## src/rtl/bcd_counter_scanner.sv

```systemverilog
// Multi-digit BCD up/down counter with a least-significant-first digit scanner.
// The scanner emits a snapshot of the count taken when the scan starts, so later
// loads and counting do not change the digits of a scan in progress.
// Every digit presented on dig_out is a legal BCD code (0-9).
module bcd_counter_scanner #(
    parameter int unsigned NDIG = 4,
    parameter int unsigned IW   = 2
) (
    input  logic              clk,
    input  logic              rst_n,
    input  logic              en,
    input  logic              up,
    input  logic              load,
    input  logic [4*NDIG-1:0] load_val,
    output logic [4*NDIG-1:0] cnt,
    output logic              tc,
    output logic              ld_err,
    input  logic              start,
    output logic              busy,
    output logic [3:0]        dig_out,
    output logic [IW-1:0]     dig_idx,
    output logic              dig_valid,
    input  logic              dig_ready,
    output logic              done
);

    localparam int unsigned W = 4 * NDIG;
    localparam logic [IW-1:0] LastIdx = IW'(NDIG - 1);

    typedef enum logic [1:0] {
        StIdle,
        StSend,
        StDone
    } state_e;

    // Counter state
    logic [W-1:0]  cnt_q, cnt_d;
    logic          ld_err_q, ld_err_d;

    // Counter helpers
    logic [W-1:0]  load_clean;
    logic          load_bad;
    logic [W-1:0]  cnt_inc;
    logic [W-1:0]  cnt_dec;
    logic          all_nine;
    logic          all_zero;

    // Scanner state
    state_e        state_q, state_d;
    logic [W-1:0]  snap_q, snap_d;
    logic [IW-1:0] idx_q, idx_d;
    logic [3:0]    dig_sel;

    // Replace any non-BCD nibble of load_val by 0 and flag it.
    always_comb begin
        load_clean = load_val;
        load_bad   = 1'b0;
        for (int i = 0; i < int'(NDIG); i++) begin
            if (load_val[4*i +: 4] > 4'd9) begin
                load_clean[4*i +: 4] = 4'd0;
                load_bad             = 1'b1;
            end
        end
    end

    // Detect the all-nines and all-zeros terminal values.
    always_comb begin
        all_nine = 1'b1;
        all_zero = 1'b1;
        for (int i = 0; i < int'(NDIG); i++) begin
            if (cnt_q[4*i +: 4] != 4'd9) begin
                all_nine = 1'b0;
            end
            if (cnt_q[4*i +: 4] != 4'd0) begin
                all_zero = 1'b0;
            end
        end
    end

    // Ripple BCD increment: a 9 rolls to 0 and passes the carry upward.
    always_comb begin
        logic carry;
        carry   = 1'b1;
        cnt_inc = cnt_q;
        for (int i = 0; i < int'(NDIG); i++) begin
            if (carry) begin
                if (cnt_q[4*i +: 4] == 4'd9) begin
                    cnt_inc[4*i +: 4] = 4'd0;
                end else begin
                    cnt_inc[4*i +: 4] = cnt_q[4*i +: 4] + 4'd1;
                    carry             = 1'b0;
                end
            end
        end
    end

    // Ripple BCD decrement: a 0 rolls to 9 and passes the borrow upward.
    always_comb begin
        logic borrow;
        borrow  = 1'b1;
        cnt_dec = cnt_q;
        for (int i = 0; i < int'(NDIG); i++) begin
            if (borrow) begin
                if (cnt_q[4*i +: 4] == 4'd0) begin
                    cnt_dec[4*i +: 4] = 4'd9;
                end else begin
                    cnt_dec[4*i +: 4] = cnt_q[4*i +: 4] - 4'd1;
                    borrow            = 1'b0;
                end
            end
        end
    end

    // Counter next state: load beats enable, enable beats hold.
    always_comb begin
        cnt_d    = cnt_q;
        ld_err_d = 1'b0;
        if (load) begin
            cnt_d    = load_clean;
            ld_err_d = load_bad;
        end else if (en) begin
            cnt_d = up ? cnt_inc : cnt_dec;
        end
    end

    // Counter registers.
    always_ff @(posedge clk or negedge rst_n) begin
        if (!rst_n) begin
            cnt_q    <= '0;
            ld_err_q <= 1'b0;
        end else begin
            cnt_q    <= cnt_d;
            ld_err_q <= ld_err_d;
        end
    end

    // Scanner next state; a start is only honoured from idle.
    always_comb begin
        state_d = state_q;
        snap_d  = snap_q;
        idx_d   = idx_q;
        unique case (state_q)
            StIdle: begin
                if (start) begin
                    snap_d  = cnt_q;
                    idx_d   = '0;
                    state_d = StSend;
                end
            end
            StSend: begin
                if (dig_ready) begin
                    if (idx_q == LastIdx) begin
                        state_d = StDone;
                    end else begin
                        idx_d = idx_q + IW'(1);
                    end
                end
            end
            StDone: begin
                idx_d   = '0;
                state_d = StIdle;
            end
            default: begin
                state_d = StIdle;
            end
        endcase
    end

    // Scanner registers; reset aborts a scan without a done pulse.
    always_ff @(posedge clk or negedge rst_n) begin
        if (!rst_n) begin
            state_q <= StIdle;
            snap_q  <= '0;
            idx_q   <= '0;
        end else begin
            state_q <= state_d;
            snap_q  <= snap_d;
            idx_q   <= idx_d;
        end
    end

    // Select the snapshot digit addressed by the current index.
    always_comb begin
        dig_sel = 4'd0;
        for (int i = 0; i < int'(NDIG); i++) begin
            if (idx_q == IW'(i)) begin
                dig_sel = snap_q[4*i +: 4];
            end
        end
    end

    // Outputs decoded from registered state only (tc excepted).
    always_comb begin
        cnt       = cnt_q;
        ld_err    = ld_err_q;
        tc        = en & ~load & (up ? all_nine : all_zero);
        busy      = (state_q != StIdle);
        dig_valid = (state_q == StSend);
        dig_out   = (state_q == StSend) ? dig_sel : 4'd0;
        dig_idx   = idx_q;
        done      = (state_q == StDone);
    end

endmodule
```

## config.mk

```make
export PLATFORM = sky130hd
export DESIGN_NAME = bcd_counter_scanner
export DESIGN_NICKNAME = d
export VERILOG_FILES = /design/src/rtl/bcd_counter_scanner.sv
export SDC_FILE = /design/constraint.sdc
export NUM_CORES = 1
export LEC_CHECK = 0
export ABC_AREA = 1
export BUFFER_PORTS_ARGS = -buffer_cell sky130_fd_sc_hd__buf_2
export CAP_MARGIN = 10
export CORE_MARGIN = 2
export CORE_UTILIZATION = 51
export DETAILED_ROUTE_END_ITERATION = 16
export PLACE_DENSITY = 0.75
export SLEW_MARGIN = 15
export SYNTH_ARGS = -nofsm -noshare
export SYNTH_HDL_FRONTEND = slang
export SYNTH_SLANG_ARGS = --single-unit
```

## constraint.sdc

```tcl
create_clock -name clk -period 1.8 [get_ports clk]
set_input_delay 0.27 -clock clk [delete_from_list [all_inputs] [get_ports clk]]
set_output_delay 0.27 -clock clk [all_outputs]
set_load 0.01 [all_outputs]
```

==> out/metrics.cfg <==
[flow_run]
max_cap_violations=0

[die]
design.portCount=50
placeableCoreArea_sq_mm=0.00475
fp.dieW_um=74.2
die_height_um=74.2
floorplan.initialDensity=0.529
floorplan.die_area_sq_mm=0.00551
floorplan.rows=25

[worst_hold_path]
hold_class=in -> reg
beginning_of_the_worst_hold_path=load_val[0]

[clock_network]
cts_tree=done
cts.sink_count=37
cts_root_buf=sky130_fd_sc_hd__clkbuf_8
cts_buffers=5
clk-insertion-delay-late_ns=0.29
cts.clk_slew.worst_paths_ns=0.07
clock_tree.htree_level_count=2
cts.path.max_buffers=2

[status]
run_status=finished with violations
failing_checks=negative setup slack

[sta]
final-hold-violation-count=0
clock_skew_ns=0.00793
setup_repair_after_global_routing_missed_its_margin=yes
max_slew_margin=0.615
finalSetupViolations=1
final.period_utilization=1.00
final_slew_viol_count=0
finalWorstSetupSlack_ns=-0.00531
finalCriticalPeriod_ns=1.81
timing_worst_slew_pin_value_ns=0.572
timing.fmax_mhz=554

[setup_path]
cp_launch_point=cnt[7]
worst_reg2reg_path_startpoint=cnt[6]
worstSetupPathType=reg -> out
critPathLaunchType=flop
worst-endpoint-required_ns=1.53
crit_path_max_fanout=7
worst_ep_arrival_time_ns=1.54
worst_setup_path_end_kind=output port
r2r_slack_ns=0.24

[placed_design]
placement.cell_area_sq_mm=0.00288
finalWeightedCongestion=0.934
place_hpwl_um=5110
port-buffer-count=49
placed_cells_incl_taps=495
place_worst_setup_slack_ns=0.186

[yosys]
synth.ff_latch_count=37
synth_top_area_cell=sky130_fd_sc_hd__dfrtp_1
synthesis.instances=378
synth_fp_nets=405
yosys-top-cells-area=sky130_fd_sc_hd__dfrtp_1 37%, sky130_fd_sc_hd__nand2_1 19%, sky130_fd_sc_hd__nand3_1 9.9%
synth.yosys.warnings=0
netlist-cell-type-count=27
post_synth.cell_area_avg_sq_um=6.66
post-synth-top-area-fraction=0.368
synth_seq_area_share=0.368
synth.cell_area_sq_mm=0.00252

[detailed_routing]
finalWirelength_um=6820
ratio_of_routed_vias_to_standard_cells=5.27
via_count=2731
drt_iter0_markers=187
detail_route.first_pass.iterations=4
remaining_drc_errors=0
antenna_left=0
wl_per_cell_um=13.2

[pwr]
cellLeakagePower_nw=1.67
power_density_mw_per_mm2=1280
vdd.ir_drop.worst_mv=0.485
power.total_mw=4.16

[global_routing]
globalRouteMet3Util=0.0339
globalRoute.busiestLayer=met2
gr-usage-all-layers=0.257
first_global_vias=2568
grt_first_pass_wirelength_um=11100
globalRouteOverflowTotal=0
groute.layer.met2.usage=0.454
maximum_number_of_pins_on_one_net_before_global_route_repair=25
grt_util_met1=0.331
initial_antenna_violation_count=0

[cells_and_area]
final_cell_count_no_fill=518
syn_to_final_growth_pct=28.8
diodes=0
fin_area_sq_mm=0.00324
layout-drive-gt1-share=0.322
mostFrequentLayoutCell=sky130_fd_sc_hd__nand2_1
layout.cells.most_common_list=121 x sky130_fd_sc_hd__nand2_1, 49 x sky130_fd_sc_hd__buf_2, 46 x sky130_fd_sc_hd__nand3_1
nets=477
fill_cells=424

==> routing by layer <==
layer | wire (um) | vias to the layer above
li1 | - | 1377
met1 | 2930 | 1243
met2 | 3390 | 100
met3 | 384 | 11
met4 | 114 | 0
met5 | 0 | -
==> synthesized netlist by cell type <==
cell type	number
sky130_fd_sc_hd__nor2_1	26
sky130_fd_sc_hd__inv_2	2
sky130_fd_sc_hd__o211ai_1	7
sky130_fd_sc_hd__ha_1	4
sky130_fd_sc_hd__nor2_2	7
sky130_fd_sc_hd__a21oi_4	1
sky130_fd_sc_hd__nand2_4	1
sky130_fd_sc_hd__buf_4	2
sky130_fd_sc_hd__buf_6	1
sky130_fd_sc_hd__clkbuf_1	4
sky130_fd_sc_hd__xor2_1	1
sky130_fd_sc_hd__o31ai_1	1
sky130_fd_sc_hd__nand4_1	6
sky130_fd_sc_hd__o21ai_0	36
sky130_fd_sc_hd__inv_1	42
sky130_fd_sc_hd__o21ai_1	2
sky130_fd_sc_hd__a31oi_1	2
sky130_fd_sc_hd__mux2_2	1
sky130_fd_sc_hd__nand2_2	3
sky130_fd_sc_hd__a41oi_1	1
sky130_fd_sc_hd__buf_2	1
sky130_fd_sc_hd__nor3_1	2
sky130_fd_sc_hd__nor2_4	3
sky130_fd_sc_hd__nand2_1	126
sky130_fd_sc_hd__nand3_1	50
sky130_fd_sc_hd__dfrtp_1	37
sky130_fd_sc_hd__a21oi_1	9
==> where the power goes <==
| group | switching [mW] | internal [mW] | total (mW) | leakage [nW] |
|---|---|---|---|---|
| sequential | 0.316 | 1.13 | 1.44 | 0.454 |
| clock | 0.294 | 0.269 | 0.563 | 0.0450 |
| combinational | 1.26 | 0.891 | 2.15 | 1.17 |
==> registers in the layout (all words and copies together) (netlist names) <==
register / count
state_q: 2
cnt: 16
dig_idx: 2
ld_err: 1
snap_q: 16
==> kinds of logic after synthesis <==
family,after synthesis,synth area share
mux,1,0.00448
simple gates,224,0.388
fa+ha+maj,4,0.0199
xor+xnor,1,0.00348
flops,37,0.368
buf+inv,52,0.0840
compound gates,59,0.132
==> layout make-up <==
class | count | area, sq um | share of cell area
clock inverters | 2 | 10.0 | 0.00309
clock buffers | 6 | 72.6 | 0.0224
repair buffers | 73 | 440 | 0.136
well taps | 67 | 83.8 | 0.0259
inverters | 44 | 173 | 0.0533
multi-input cells | 289 | 1520 | 0.469
flip-flops and latches | 37 | 941 | 0.290
==> final timing paths <==
check / end / cells after the start
max in group asynchronous: cnt[13] / 3
min in group asynchronous: state_q[1] / 2
worst min register to register: snap_q[9] / 2
worst max-delay path: tc / 6
worst min-delay path: cnt[0] / 3
worst max register to register: cnt[15] / 10
==> critical path: stages (launching register included) <==
cell and delay, ns:
sky130_fd_sc_hd__dfrtp_2 0.46, sky130_fd_sc_hd__nor2_2 0.13, sky130_fd_sc_hd__nand2_1 0.12, sky130_fd_sc_hd__nor2_4 0.16, sky130_fd_sc_hd__nand3_1 0.09, sky130_fd_sc_hd__a21oi_1 0.14
sky130_fd_sc_hd__buf_2 0.14
==> through the flow <==
stage / utilization / hold WS [ns] / TNS (ns)
final: 0.682 / 0.246 / -0.00531
after global routing: 0.682 / 0.250 / -0.365
after CTS: 0.652 / 0.244 / -0.000586
after detailed placement: 0.606 / 0.254 / 0
after global placement: 0.606 / 0.249 / 0
after floorplan: - / -0.0256 / 0
==> what timing repair did <==
item,in CTS,in global routing
endpoints found under the hold margin,17,0
pin swaps,2,14
resized for setup,27,32
setup endpoints to repair,5,5
setup buffers,8,6
hold buffers,1,0
No activity file was read; power rests on OpenSTA's default activity.
